## src/rtl/decodec.sv

```systemverilog
// decodec: registered instruction decoder for the two-accumulator 16-bit CPU.
//
// Splits the instruction word into its operand fields and generates the
// datapath controls one clock after the instruction is sampled.
//
// Ports:
//   clk          rising-edge clock
//   reset        synchronous active-high reset, clears every output
//   in[15:0]     instruction word, opcode in[15:10]
//   flagA[2:0]   accumulator A flags {N,Z,C}
//   flagB[2:0]   accumulator B flags {N,Z,C}
//   selA/selB    accumulator input mux (00 hold, 01 ALU, 10 mem, 11 imm)
//   selM1        memory write-data source (0 A, 1 B)
//   selM2        ALU second operand (0 other accumulator, 1 memory)
//   wrEnable     data-memory write strobe
//   jmpEnable    unconditional jump taken
//   branchEnable conditional branch taken
//   inm          immediate in[7:0]
//   memDir       data-memory address in[9:0]
//   branchDir    branch target in[5:0]
//   jmpDir       jump target in[9:0]
//   opCode       opcode in[15:10]
//
// Build option:
//   DECODEC_STRICT_NOP_EN  when defined, an undefined opcode registers
//                          opCode and all field outputs as zero.
module decodec (
  input  logic        clk,
  input  logic        reset,
  input  logic [15:0] in,
  input  logic [2:0]  flagA,
  input  logic [2:0]  flagB,
  output logic [1:0]  selA,
  output logic [1:0]  selB,
  output logic        selM1,
  output logic        selM2,
  output logic        wrEnable,
  output logic        jmpEnable,
  output logic        branchEnable,
  output logic [7:0]  inm,
  output logic [9:0]  memDir,
  output logic [5:0]  branchDir,
  output logic [9:0]  jmpDir,
  output logic [5:0]  opCode
);

  logic [1:0] selA_d, selA_q, selB_d, selB_q;
  logic       selM1_d, selM1_q, selM2_d, selM2_q;
  logic       wr_d, wr_q, jmp_d, jmp_q, br_d, br_q;
  logic [7:0] inm_d, inm_q;
  logic [9:0] memDir_d, memDir_q, jmpDir_d, jmpDir_q;
  logic [5:0] branchDir_d, branchDir_q, opCode_d, opCode_q;
  logic [5:0] opc;
  logic [2:0] flags;

  assign opc = in[15:10];

  always_comb begin
    selA_d      = 2'b00;
    selB_d      = 2'b00;
    selM1_d     = 1'b0;
    selM2_d     = 1'b0;
    wr_d        = 1'b0;
    jmp_d       = 1'b0;
    br_d        = 1'b0;
    flags       = '0;
    inm_d       = in[7:0];
    memDir_d    = in[9:0];
    branchDir_d = in[5:0];
    jmpDir_d    = in[9:0];
    opCode_d    = opc;

    case (opc) inside
      6'h00: ;
      6'h01: selA_d = 2'b10;
      6'h02: selB_d = 2'b10;
      6'h03: selA_d = 2'b11;
      6'h04: selB_d = 2'b11;
      6'h05: wr_d   = 1'b1;
      6'h06: begin
        wr_d    = 1'b1;
        selM1_d = 1'b1;
      end
      [6'h08:6'h0F]: selA_d = 2'b01;
      [6'h10:6'h17]: selB_d = 2'b01;
      [6'h18:6'h1B]: begin
        selA_d  = 2'b01;
        selM2_d = 1'b1;
      end
      [6'h1C:6'h1F]: begin
        selB_d  = 2'b01;
        selM2_d = 1'b1;
      end
      // opc[2] picks the accumulator, opc[1:0] picks the condition.
      [6'h20:6'h27]: begin
        flags = opc[2] ? flagB : flagA;
        case (opc[1:0])
          2'd0:    br_d = flags[1];
          2'd1:    br_d = ~flags[1];
          2'd2:    br_d = flags[2];
          default: br_d = flags[0];
        endcase
      end
      6'h28: jmp_d = 1'b1;
      default: begin
`ifdef DECODEC_STRICT_NOP_EN
        inm_d       = '0;
        memDir_d    = '0;
        branchDir_d = '0;
        jmpDir_d    = '0;
        opCode_d    = '0;
`endif
      end
    endcase
  end

  always_ff @(posedge clk) begin
    if (reset) begin
      selA_q      <= '0;
      selB_q      <= '0;
      selM1_q     <= 1'b0;
      selM2_q     <= 1'b0;
      wr_q        <= 1'b0;
      jmp_q       <= 1'b0;
      br_q        <= 1'b0;
      inm_q       <= '0;
      memDir_q    <= '0;
      branchDir_q <= '0;
      jmpDir_q    <= '0;
      opCode_q    <= '0;
    end else begin
      selA_q      <= selA_d;
      selB_q      <= selB_d;
      selM1_q     <= selM1_d;
      selM2_q     <= selM2_d;
      wr_q        <= wr_d;
      jmp_q       <= jmp_d;
      br_q        <= br_d;
      inm_q       <= inm_d;
      memDir_q    <= memDir_d;
      branchDir_q <= branchDir_d;
      jmpDir_q    <= jmpDir_d;
      opCode_q    <= opCode_d;
    end
  end

  assign selA         = selA_q;
  assign selB         = selB_q;
  assign selM1        = selM1_q;
  assign selM2        = selM2_q;
  assign wrEnable     = wr_q;
  assign jmpEnable    = jmp_q;
  assign branchEnable = br_q;
  assign inm          = inm_q;
  assign memDir       = memDir_q;
  assign branchDir    = branchDir_q;
  assign jmpDir       = jmpDir_q;
  assign opCode       = opCode_q;

endmodule

```

## config.mk

```make
export PLATFORM = sky130hd
export DESIGN_NAME = decodec
export DESIGN_NICKNAME = d
export VERILOG_FILES = /design/src/rtl/decodec.sv
export SDC_FILE = /design/constraint.sdc
export NUM_CORES = 1
export LEC_CHECK = 0
export CAP_MARGIN = 20
export CORE_MARGIN = 3
export CORE_UTILIZATION = 34
export DETAILED_ROUTE_END_ITERATION = 10
export GPL_ROUTABILITY_DRIVEN = 0
export PLACE_DENSITY = 0.87
export SLEW_MARGIN = 0
export SYNTH_ARGS = -nofsm -noshare
export SYNTH_HDL_FRONTEND = slang
export SYNTH_SLANG_ARGS = --single-unit
```

## constraint.sdc

```tcl
create_clock -name clk -period 3.01 [get_ports clk]
set_input_delay 0.7525 -clock clk [delete_from_list [all_inputs] [get_ports clk]]
set_output_delay 0.7525 -clock clk [all_outputs]
set_load 0.1 [all_outputs]
```

Word level (Yosys, flattened, before mapping) --
Cells that the tools add are included.
Operators by class: $lt $le $gt $ge 10, equality and inequality tests 9, muxes and demuxes 25, bitwise logic cells 2, reduce and logical (&&, ||, !) cells 16
Operators with widths (number):
- 2-bit two-way mux | 13
- 13-bit OR reduction | 2
- 6-bit by 3-bit equality test with 1-bit output, second input constant | 3
- 6-bit by 5-bit >= comparator with 1-bit output, second input constant | 3
- 6-bit by 5-bit <= comparator with 1-bit output, second input constant | 3
- 6-bit by 2-bit equality test with 1-bit output, second input constant | 2
- 1-bit two-way mux | 10
- 10-bit OR reduction | 1
- 7-bit OR reduction | 1
- 6-bit by 1-bit equality test with 1-bit output, second input constant | 1
- 6-bit equality test, second input constant | 1
- 6-bit by 4-bit >= comparator with 1-bit output, second input constant | 1
- 6-bit >= comparator, second input constant | 1
- 6-bit by 4-bit <= comparator with 1-bit output, second input constant | 1
- 6-bit <= comparator, second input constant | 1
- 6-bit zero test | 1
- 6-bit OR reduction | 1
- 1-bit logical AND | 5
- 5-bit OR reduction | 1
- 4-bit OR reduction | 1
- 3-bit two-way mux | 1
- 1-bit one-hot mux with 3 select lines | 1
- 3-bit OR reduction | 1
- 2-bit by 1-bit equality test with 1-bit output, second input constant | 1
- 4 further kinds | 5
Storage, ports and cells: register bits 39, input port bits 24, output and inout bits 49, word-level logic and storage cells 75

Longest topological paths before layout --
Gate-level depths: netlist of run 1.
depth after elaboration 11, depth in mapped cells 4, gate-level depth less buffers 3

Least setup slack after synthesis of run 1 --
No wires, ideal clock.
path type reg-to-output, start point reg inm_q[0] (netlist: inm[0]), end point out inm[0], arrival time 1392 ps, data required time 2257 ps, setup slack 865 ps, stages on the path, launching flop included 2, buffers on the path 1, cells stage by stage dfxtp_1 > buf_4
RTL lines:
- start: declaration | RTL line 50 | logic [7:0] inm_d, inm_q;
- start signal: assignment | RTL line 139 | inm_q <= inm_d;
- end: declaration | RTL line 40 | output logic [7:0] inm,
No word-level cell between the ends.

Final worst setup path of run 1 --
start point in in[12], end point reg jmp_q (netlist: jmpEnable)
Between the ends: cells in the longest elaborated chain, start to end 3, elaborated cells between the ends (all ways) 25, classes of those cells order compare: 10; eq/ne: 7; mux: 1; reduce/logical: 7
Ends and longest elaborated chain:
- start: declaration | RTL line 30 | input logic [15:0] in,
- 6-bit by 4-bit >= comparator with 1-bit output (no line) (tied with other cells)
- 1-bit logical AND (no line)
- 13-bit OR reduction (no line)
- end signal: assignment | RTL line 137 | jmp_q <= jmp_d;
- end: declaration | RTL line 49 | logic wr_d, wr_q, jmp_d, jmp_q, br_d, br_q;
Parallel ways exist; a longest one is shown, timed or not. A chain may end at the register's enable or synchronous reset.

==> impl_results.html, run 1 <==
<table>
<tr><th>Metric</th><th>Value</th></tr>
<tr><th colspan="2">Synth</th></tr>
<tr><td>Synth Cell Area</td><td>1030 sq um</td></tr>
<tr><td>Number of synthesis warnings</td><td>0</td></tr>
<tr><td>Cell taking the most area after synthesis</td><td>dfxtp_1</td></tr>
<tr><td>Fraction of post-synthesis cell area in the top cell type by area</td><td>0.487</td></tr>
<tr><td>Seq/Total Area, Yosys</td><td>0.487</td></tr>
<tr><td>Main flop type after synthesis</td><td>dfxtp_1</td></tr>
<tr><td>Async S/R FF share, synth</td><td>0</td></tr>
<tr><td>Number of standard cells after synthesis</td><td>slightly below 100</td></tr>
<tr><td>Leading post-synthesis cells by cell area</td><td>dfxtp_1 49%, buf_4 18%, nor2b_1 9.7%, mux2i_1 2.9%, nor3_1 1.9%</td></tr>
<tr><td>Synthesized area divided by synthesized cell count</td><td>just over 10 sq um</td></tr>
<tr><td>Net count after synthesis</td><td>123</td></tr>
<tr><td>Synth unique cells</td><td>25</td></tr>
<tr><td>Register bit total from synthesis</td><td>25</td></tr>
<tr><td>Number of flops mapped to enable cells by yosys</td><td>0</td></tr>
<tr><th colspan="2">Global route</th></tr>
<tr><td>Largest net degree at the start of global routing</td><td>20</td></tr>
<tr><td>Wire length of the first global-routing pass</td><td>3060 um</td></tr>
<tr><td>Antenna violations before repair</td><td>0</td></tr>
<tr><td>Leftover overflow at the end of global routing</td><td>0</td></tr>
<tr><td>Global Route Usage Sum</td><td>0.111</td></tr>
<tr><td>Number of global-route vias before repair</td><td>704</td></tr>
<tr><th colspan="2">STA</th></tr>
<tr><td>RSZ-0062 raised after global routing</td><td>no</td></tr>
<tr><td>Final hold violations</td><td>0</td></tr>
<tr><td>Share of the cycle needed by the critical path after routing</td><td>0.648</td></tr>
<tr><td>Total Negative Setup Slacks</td><td>0 ps</td></tr>
<tr><td>Minimum clock period</td><td>around 2000 ps</td></tr>
<tr><td>Setup violators final</td><td>0</td></tr>
<tr><td>Highest Clock Rate</td><td>between 0.5 and 0.6 GHz</td></tr>
<tr><td>Least-Margin Pin Slew</td><td>between 400 and 500 ps</td></tr>
<tr><td>Slack of the critical path</td><td>1060 ps</td></tr>
<tr><td>Pins Over Slew Limit</td><td>0</td></tr>
<tr><td>Slew HR</td><td>0.702</td></tr>
<tr><th colspan="2">CTS</th></tr>
<tr><td>Number of clock sinks seen by CTS</td><td>25</td></tr>
<tr><td>Post-CTS setup repair buffer count</td><td>0</td></tr>
<tr><td>Number of buffers inserted by hold repair at cts</td><td>0</td></tr>
<tr><td>Root Buffer Master</td><td>clkbuf_4</td></tr>
<tr><td>H-tree depth reported by CTS</td><td>1</td></tr>
<tr><td>Clock transition at the register clock pins on the worst setup and hold paths after CTS</td><td>between 100 and 150 ps</td></tr>
<tr><td>CTS-repair resized insts</td><td>0</td></tr>
<tr><td>TritonCTS clock tree</td><td>done</td></tr>
<tr><td>Clock buffer depth</td><td>2</td></tr>
<tr><td>Clock buffers created by TritonCTS</td><td>3</td></tr>
<tr><th colspan="2">Floorplanning</th></tr>
<tr><td>Die width</td><td>61.0 um</td></tr>
<tr><td>Site Rows</td><td>19</td></tr>
<tr><td>Vert. Die Dim</td><td>just over 60 um</td></tr>
<tr><td>I/O pin count</td><td>73</td></tr>
<tr><td>Floorplan core area</td><td>~2800 sq um</td></tr>
<tr><td>Overall die area</td><td>3720 sq um</td></tr>
<tr><td>Initial cell density of the core</td><td>0.363</td></tr>
<tr><th colspan="2">Finish</th></tr>
<tr><td>Final Util</td><td>0.526</td></tr>
<tr><td>Area used by sequential logic in the layout</td><td>approximately 500 sq um</td></tr>
<tr><td>Synthesis-to-layout area growth</td><td>44.8%</td></tr>
<tr><td>ANT cells</td><td>0</td></tr>
<tr><td>Number of nets in the finished design</td><td>172</td></tr>
<tr><td>Footprint of the multi-input gates</td><td>approximately 320 sq um</td></tr>
<tr><td>Final cell count without fillers</td><td>178</td></tr>
<tr><td>Share of post-route cells with drive strength above 1</td><td>0.374</td></tr>
<tr><td>Post-route cell area</td><td>between 1000 and 1500 sq um</td></tr>
<tr><td>Fill cell total of the finished layout</td><td>247</td></tr>
<tr><th colspan="2">Setup path</th></tr>
<tr><td>Kind of cell with the highest combined delay on the critical path</td><td>simple AND/OR/NAND/NOR gates</td></tr>
<tr><td>Critical Path Max Stage Delay</td><td>between 600 and 700 ps</td></tr>
<tr><td>Worst path depth</td><td>3</td></tr>
<tr><td>Beginning of the critical path</td><td>in[12]</td></tr>
<tr><td>WS Path Type</td><td>in2reg</td></tr>
<tr><td>Critical Path Sink Type</td><td>flop</td></tr>
<tr><td>Arrival time of the worst setup path</td><td>between 2000 and 2500 ps</td></tr>
<tr><td>Capture point of the critical path</td><td>jmpEnable</td></tr>
<tr><td>Critical Path Start Type</td><td>input pin</td></tr>
<tr><td>Max FO, Critical Path</td><td>11</td></tr>
<tr><td>Ordered cell list for the critical path</td><td>clkdlybuf4s50_1 -&gt; or4b_1 -&gt; nor3b_1</td></tr>
<tr><td>Slowest library cell on the worst path</td><td>clkdlybuf4s50_1</td></tr>
<tr><td>Crit path required time</td><td>3240 ps</td></tr>
<tr><td>Total buffers and inverters traversed by the critical path</td><td>1</td></tr>
<tr><th colspan="2">Place</th></tr>
<tr><td>Half-perimeter wire length after placement</td><td>~1700 um</td></tr>
<tr><td>Area post-placement</td><td>roughly 1500 sq um</td></tr>
<tr><td>Cell count after placement</td><td>174</td></tr>
<tr><td>Worst-case setup slack after placement</td><td>745 ps</td></tr>
<tr><td>Count of buffers from port buffering</td><td>roughly 70</td></tr>
<tr><th colspan="2">Power and ir drop</th></tr>
<tr><td>Power per cell area</td><td>between 500 and 600 nW/um^2</td></tr>
<tr><td>Leak Pwr</td><td>just under 0.7 nW</td></tr>
<tr><td>Max rail drop VDD</td><td>approximately 0.17 mV</td></tr>
<tr><th colspan="2">Routing</th></tr>
<tr><td>Final wirelength</td><td>~2100 um</td></tr>
<tr><td>Post-DRT Antenna Nets</td><td>0</td></tr>
<tr><td>Overall via count from detail_route</td><td>799</td></tr>
<tr><td>DR iter-0 viols</td><td>8</td></tr>
<tr><td>First drt pass iteration count</td><td>4</td></tr>
<tr><td>Ratio of routed vias to standard cells</td><td>approximately 4.5</td></tr>
<tr><td>Count of unresolved DRC violations after routing</td><td>0</td></tr>
<tr><td>Post-detailed-route wirelength per cell</td><td>roughly 12 um</td></tr>
<tr><th colspan="2">Min path</th></tr>
<tr><td>Kind of path behind the tightest hold check</td><td>in2reg</td></tr>
<tr><th colspan="2">Run status</th></tr>
<tr><td>Result of the run</td><td>complete, no violations</td></tr>
<tr><th colspan="2">Run</th></tr>
<tr><td>Max cap viols</td><td>0</td></tr>
</table>
-- synthesized netlist by cell type, types with 2 or more instances --
| cell | instances |
|---|---|
| nand2_1 | 3 |
| mux2i_1 | 3 |
| nor3_1 | 4 |
| xnor2_1 | 2 |
| buf_4 | 24 |
| a211oi_1 | 2 |
| nor2b_1 | 16 |
| or4b_1 | 2 |
| buf_2 | 3 |
| dfxtp_1 | 25 |
-- worst min path at each step --
stage	start	endpoint	slack, ps	cells past startpoint
2_1_floorplan	in[14]	jmpEnable	830	1
3_3_place_gp	opCode[3]	opCode[3]	1250	1
3_5_place_dp	selB[1]	selB[1]	1250	1
4_1_cts	in[9]	jmpDir[9]	990	2
5_1_grt	in[8]	jmpDir[8]	980	2
6_report	in[0]	inm[0]	1000	2
-- metal layers --
| layer | global-route usage | wire length [um] |
|---|---|---|
| met3 | 0.0383 | 263 |
| met2 | 0.198 | 1050 |
| met1 | 0.115 | 777 |
| met4 | 0.0526 | 10 |
| met5 | 0 | 0 |
-- cells by family (layout without fill, tap and decap cells) --
group | count (synthesis) | in the layout | share of synthesized area
buf+inv | 29 | 77 | 0.205
compound gates | 6 | 6 | 0.0426
mux | 3 | 3 | 0.0292
flops | 25 | 25 | 0.487
simple gates | 33 | 33 | 0.211
xor+xnor | 3 | 3 | 0.0256
-- cell usage in the layout (no fill, tap or decap), types with 2 or more instances in the layout --
cell type,synthesis,routed
nor3_1,4,4
mux2i_1,3,3
nand2_1,3,3
dfxtp_1,25,25
or4b_1,2,2
buf_4,24,50
clkbuf_4,0,3
a211oi_1,2,2
clkdlybuf4s50_1,0,23
xnor2_1,2,2
nor2b_1,16,16
-- power breakdown --
| part | switching, mW | internal, mW | leakage [nW] | total (mW) |
|---|---|---|---|---|
| sequential | 0.00757 | 0.345 | 0.206 | 0.352 |
| combinational | 0.261 | 0.0793 | 0.465 | 0.340 |
| clock | 0.0868 | 0.0516 | 0.0150 | 0.138 |
-- through the flow --
step / hold WS [ps] / power (mW)
after floorplan: 828 / 0.641
after global placement: 1250 / 0.699
after detailed placement: 1250 / 0.702
after CTS: 991 / 0.838
after global routing: 984 / 0.864
final: 996 / 0.831
-- registers in the layout (all words and copies together), names as in the netlist --
register,count
branchEnable,1
inm,7
jmpDir,3
jmpEnable,1
opCode,6
selA,2
selB,2
selM1,1
selM2,1
wrEnable,1
-- cell type report --
class / instances / area share
Sequential cell: 25 / 0.336
Multi-Input combinational cell: 45 / 0.213
Tap cell: 31 / 0.0261
Timing Repair Buffer: 73 / 0.407
Clock buffer: 4 / 0.0177
(Power assumes the default switching activity.)
==> run 2: changes to the inputs <==
clock period = 2 ns   (was 3.01 ns; I/O delays follow)
==> impl_results.html, run 2 (synthesis results as in run 1) <==
<table>
<tr><th>Metric</th><th>Value</th></tr>
<tr><th colspan="2">STA</th></tr>
<tr><td>Share of the cycle needed by the critical path after routing</td><td>0.827</td></tr>
<tr><td>RSZ-0062 raised after global routing</td><td>no (unchanged)</td></tr>
<tr><td>Slack of the critical path</td><td>346 ps (was 1060 ps)</td></tr>
<tr><td>Setup violators final</td><td>0 (unchanged)</td></tr>
<tr><td>Total Negative Setup Slacks</td><td>0 ps (unchanged)</td></tr>
<tr><td>Least-Margin Pin Slew</td><td>421 ps (was 446 ps)</td></tr>
<tr><td>Pins Over Slew Limit</td><td>0 (unchanged)</td></tr>
<tr><td>Slew HR</td><td>0.719 (was 0.702)</td></tr>
<tr><td>Highest Clock Rate</td><td>just over 0.6 GHz</td></tr>
<tr><td>Final hold violations</td><td>0 (unchanged)</td></tr>
<tr><td>Minimum clock period</td><td>between 1500 and 2000 ps</td></tr>
<tr><th colspan="2">Finish</th></tr>
<tr><td>Number of nets in the finished design</td><td>180 (was 172)</td></tr>
<tr><td>Fill cell total of the finished layout</td><td>200 (was 247)</td></tr>
<tr><td>ANT cells</td><td>0 (unchanged)</td></tr>
<tr><td>Share of post-route cells with drive strength above 1</td><td>0.413 (was 0.374)</td></tr>
<tr><td>Max reg flops</td><td>7 (unchanged)</td></tr>
<tr><td>Commonest cells after routing, fill and taps aside</td><td>30 x buf_12, 28 x buf_4, 25 x dfxtp_1, 23 x clkdlybuf4s50_1, 16 x nor2b_1 (was 50 x buf_4, 25 x dfxtp_1, 23 x clkdlybuf4s50_1, 16 x nor2b_1, 4 x nor3_1)</td></tr>
<tr><td>Synthesis-to-layout area growth</td><td>87.3% (was 44.8%)</td></tr>
<tr><td>Final Util</td><td>0.680 (was 0.526)</td></tr>
<tr><td>Most common library cell in the layout ignoring fill and taps</td><td>buf_12 (was buf_4)</td></tr>
<tr><th colspan="2">Setup path</th></tr>
<tr><td>Total buffers and inverters traversed by the critical path</td><td>1 (unchanged)</td></tr>
<tr><td>Beginning of the critical path</td><td>inm[1] (was in[12])</td></tr>
<tr><td>Slowest library cell on the worst path</td><td>dfxtp_1 (was clkdlybuf4s50_1)</td></tr>
<tr><td>WS Path Type</td><td>reg2out (was in2reg)</td></tr>
<tr><td>Kind of cell with the highest combined delay on the critical path</td><td>flip-flops (was simple AND/OR/NAND/NOR gates)</td></tr>
<tr><td>Arrival time of the worst setup path</td><td>1150 ps (was 2180 ps)</td></tr>
<tr><td>Ordered cell list for the critical path</td><td>buf_12 (was clkdlybuf4s50_1 -&gt; or4b_1 -&gt; nor3b_1)</td></tr>
<tr><td>Critical Path Max Stage Delay</td><td>600 ps (was 630 ps)</td></tr>
<tr><td>Critical Path Start Type</td><td>flop (was input pin)</td></tr>
<tr><td>Max FO, Critical Path</td><td>4 (was 11)</td></tr>
<tr><td>Critical Path Sink Type</td><td>output port (was flop)</td></tr>
<tr><td>Crit path required time</td><td>1500 ps (was 3240 ps)</td></tr>
<tr><th colspan="2">Routing</th></tr>
<tr><td>Count of unresolved DRC violations after routing</td><td>0 (unchanged)</td></tr>
<tr><td>Overall via count from detail_route</td><td>859 (was 799)</td></tr>
<tr><td>Final wirelength</td><td>2910 um (was 2100 um)</td></tr>
<tr><td>First drt pass iteration count</td><td>4 (unchanged)</td></tr>
<tr><td>Ratio of routed vias to standard cells</td><td>4.62 (was 4.49)</td></tr>
<tr><td>Post-DRT Antenna Nets</td><td>0 (unchanged)</td></tr>
<tr><td>Post-detailed-route wirelength per cell</td><td>15.7 um (was 11.8 um)</td></tr>
<tr><td>DR iter-0 viols</td><td>12 (was 8)</td></tr>
<tr><th colspan="2">Min path</th></tr>
<tr><td>Kind of path behind the tightest hold check</td><td>in2reg (unchanged)</td></tr>
<tr><td>Sink of the worst hold path</td><td>inm[4] (was inm[0])</td></tr>
<tr><td>WHS Path Cells</td><td>2 (unchanged)</td></tr>
<tr><td>Hold Crit Start</td><td>in[4] (was in[0])</td></tr>
<tr><th colspan="2">Power and ir drop</th></tr>
<tr><td>Max rail drop VDD</td><td>0.362 mV (was 0.172 mV)</td></tr>
<tr><td>Leak Pwr</td><td>0.836 nW (was 0.686 nW)</td></tr>
<tr><td>Power per cell area</td><td>716 nW/um^2 (was 558 nW/um^2)</td></tr>
<tr><td>Overall power consumption</td><td>1.38 mW (was 0.831 mW)</td></tr>
<tr><th colspan="2">Global route</th></tr>
<tr><td>Leftover overflow at the end of global routing</td><td>0 (unchanged)</td></tr>
<tr><td>Number of global-route vias before repair</td><td>832 (was 704)</td></tr>
<tr><td>Global Route Usage Sum</td><td>0.162 (was 0.111)</td></tr>
<tr><td>Antenna violations before repair</td><td>0 (unchanged)</td></tr>
<tr><td>Global-route met2 utilization</td><td>0.289 (was 0.198)</td></tr>
<tr><td>Wire length of the first global-routing pass</td><td>4220 um (was 3060 um)</td></tr>
<tr><td>Met3 track demand over resource</td><td>0.0596 (was 0.0383)</td></tr>
<tr><td>Global routing usage on met1</td><td>0.160 (was 0.115)</td></tr>
<tr><td>Gr busiest metal</td><td>met2 (unchanged)</td></tr>
<tr><td>Largest net degree at the start of global routing</td><td>20 (unchanged)</td></tr>
<tr><th colspan="2">CTS</th></tr>
<tr><td>CTS-repair resized insts</td><td>0 (unchanged)</td></tr>
<tr><td>Clock transition at the register clock pins on the worst setup and hold paths after CTS</td><td>130 ps (about the same)</td></tr>
<tr><td>Root Buffer Master</td><td>clkbuf_4 (unchanged)</td></tr>
<tr><td>Clock buffers created by TritonCTS</td><td>3 (unchanged)</td></tr>
<tr><td>Number of clock sinks seen by CTS</td><td>25 (unchanged)</td></tr>
<tr><td>Number of buffers inserted by hold repair at cts</td><td>0 (unchanged)</td></tr>
<tr><td>TritonCTS clock tree</td><td>done (unchanged)</td></tr>
<tr><td>Post-CTS setup repair buffer count</td><td>0 (unchanged)</td></tr>
<tr><td>Clock buffer depth</td><td>2 (unchanged)</td></tr>
<tr><td>H-tree depth reported by CTS</td><td>1 (unchanged)</td></tr>
<tr><th colspan="2">Place</th></tr>
<tr><td>Worst-case setup slack after placement</td><td>72.4 ps (was 745 ps)</td></tr>
<tr><td>Count of buffers from port buffering</td><td>72 (unchanged)</td></tr>
<tr><td>Half-perimeter wire length after placement</td><td>2520 um (was 1710 um)</td></tr>
<tr><th colspan="2">Floorplanning</th></tr>
<tr><td>Floorplan core area</td><td>2830 sq um (unchanged)</td></tr>
<tr><td>Site Rows</td><td>19 (unchanged)</td></tr>
<tr><td>Initial cell density of the core</td><td>0.363 (unchanged)</td></tr>
<tr><td>Overall die area</td><td>3720 sq um (unchanged)</td></tr>
<tr><td>I/O pin count</td><td>73 (unchanged)</td></tr>
<tr><td>Die width</td><td>61.0 um (unchanged)</td></tr>
<tr><td>Vert. Die Dim</td><td>61.0 um (unchanged)</td></tr>
<tr><th colspan="2">Run</th></tr>
<tr><td>Max cap viols</td><td>0 (unchanged)</td></tr>
<tr><th colspan="2">Run status</th></tr>
<tr><td>Result of the run</td><td>complete, no violations (unchanged)</td></tr>
</table>
[run 2: changes by cell type in the layout (fill, tap and decap cells not counted), sizes merged]
cell    delta
buf        +8
clkinv     +1
clkbuf     -1
[run 2: layout make-up]
class / instances / area, sq um / area share
Sequential cell: 25 / 500 / 0.260
Clock inverter: 1 / 5.00 / 0.00260
Clock buffer: 3 / 22.5 / 0.0117
Multi-Input combinational cell: 45 / 317 / 0.164
Tap cell: 31 / 38.8 / 0.0202
Timing Repair Buffer: 81 / 1040 / 0.541
[run 2: worst max path at each step]
stage / endpoint / cells past startpoint
2_1_floorplan: inm[0] / 1
3_3_place_gp: branchEnable / 4
3_5_place_dp: branchEnable / 4
4_1_cts: inm[1] / 1
5_1_grt: memDir[5] / 1
6_report: inm[1] / 1
[run 2: report_power, final]
part | leakage [nW] | internal, mW | switching [mW] | total, mW
Sequential | 0.206 | 0.519 | 0.0305 | 0.549
Combinational | 0.612 | 0.207 | 0.401 | 0.608
Clock | 0.0177 | 0.0750 | 0.144 | 0.219
Total | 0.836 | 0.801 | 0.576 | 1.38
[run 2: metal layers]
metal,vias up,wire [um]
met5,-,0
met4,0,57
met3,5,367
met2,56,1420
met1,387,1070
li1,411,-
[run 2: per-stage QoR]
step / hold WS (ps) / cell area, sq um / std cells
floorplan: 576 / 1030 / 99
detailed placement: 996 / 1900 / 182
finish: 732 / 1920 / 186
global route: 710 / 1920 / 186
global placement: 998 / 1900 / 182
CTS: 719 / 1920 / 186
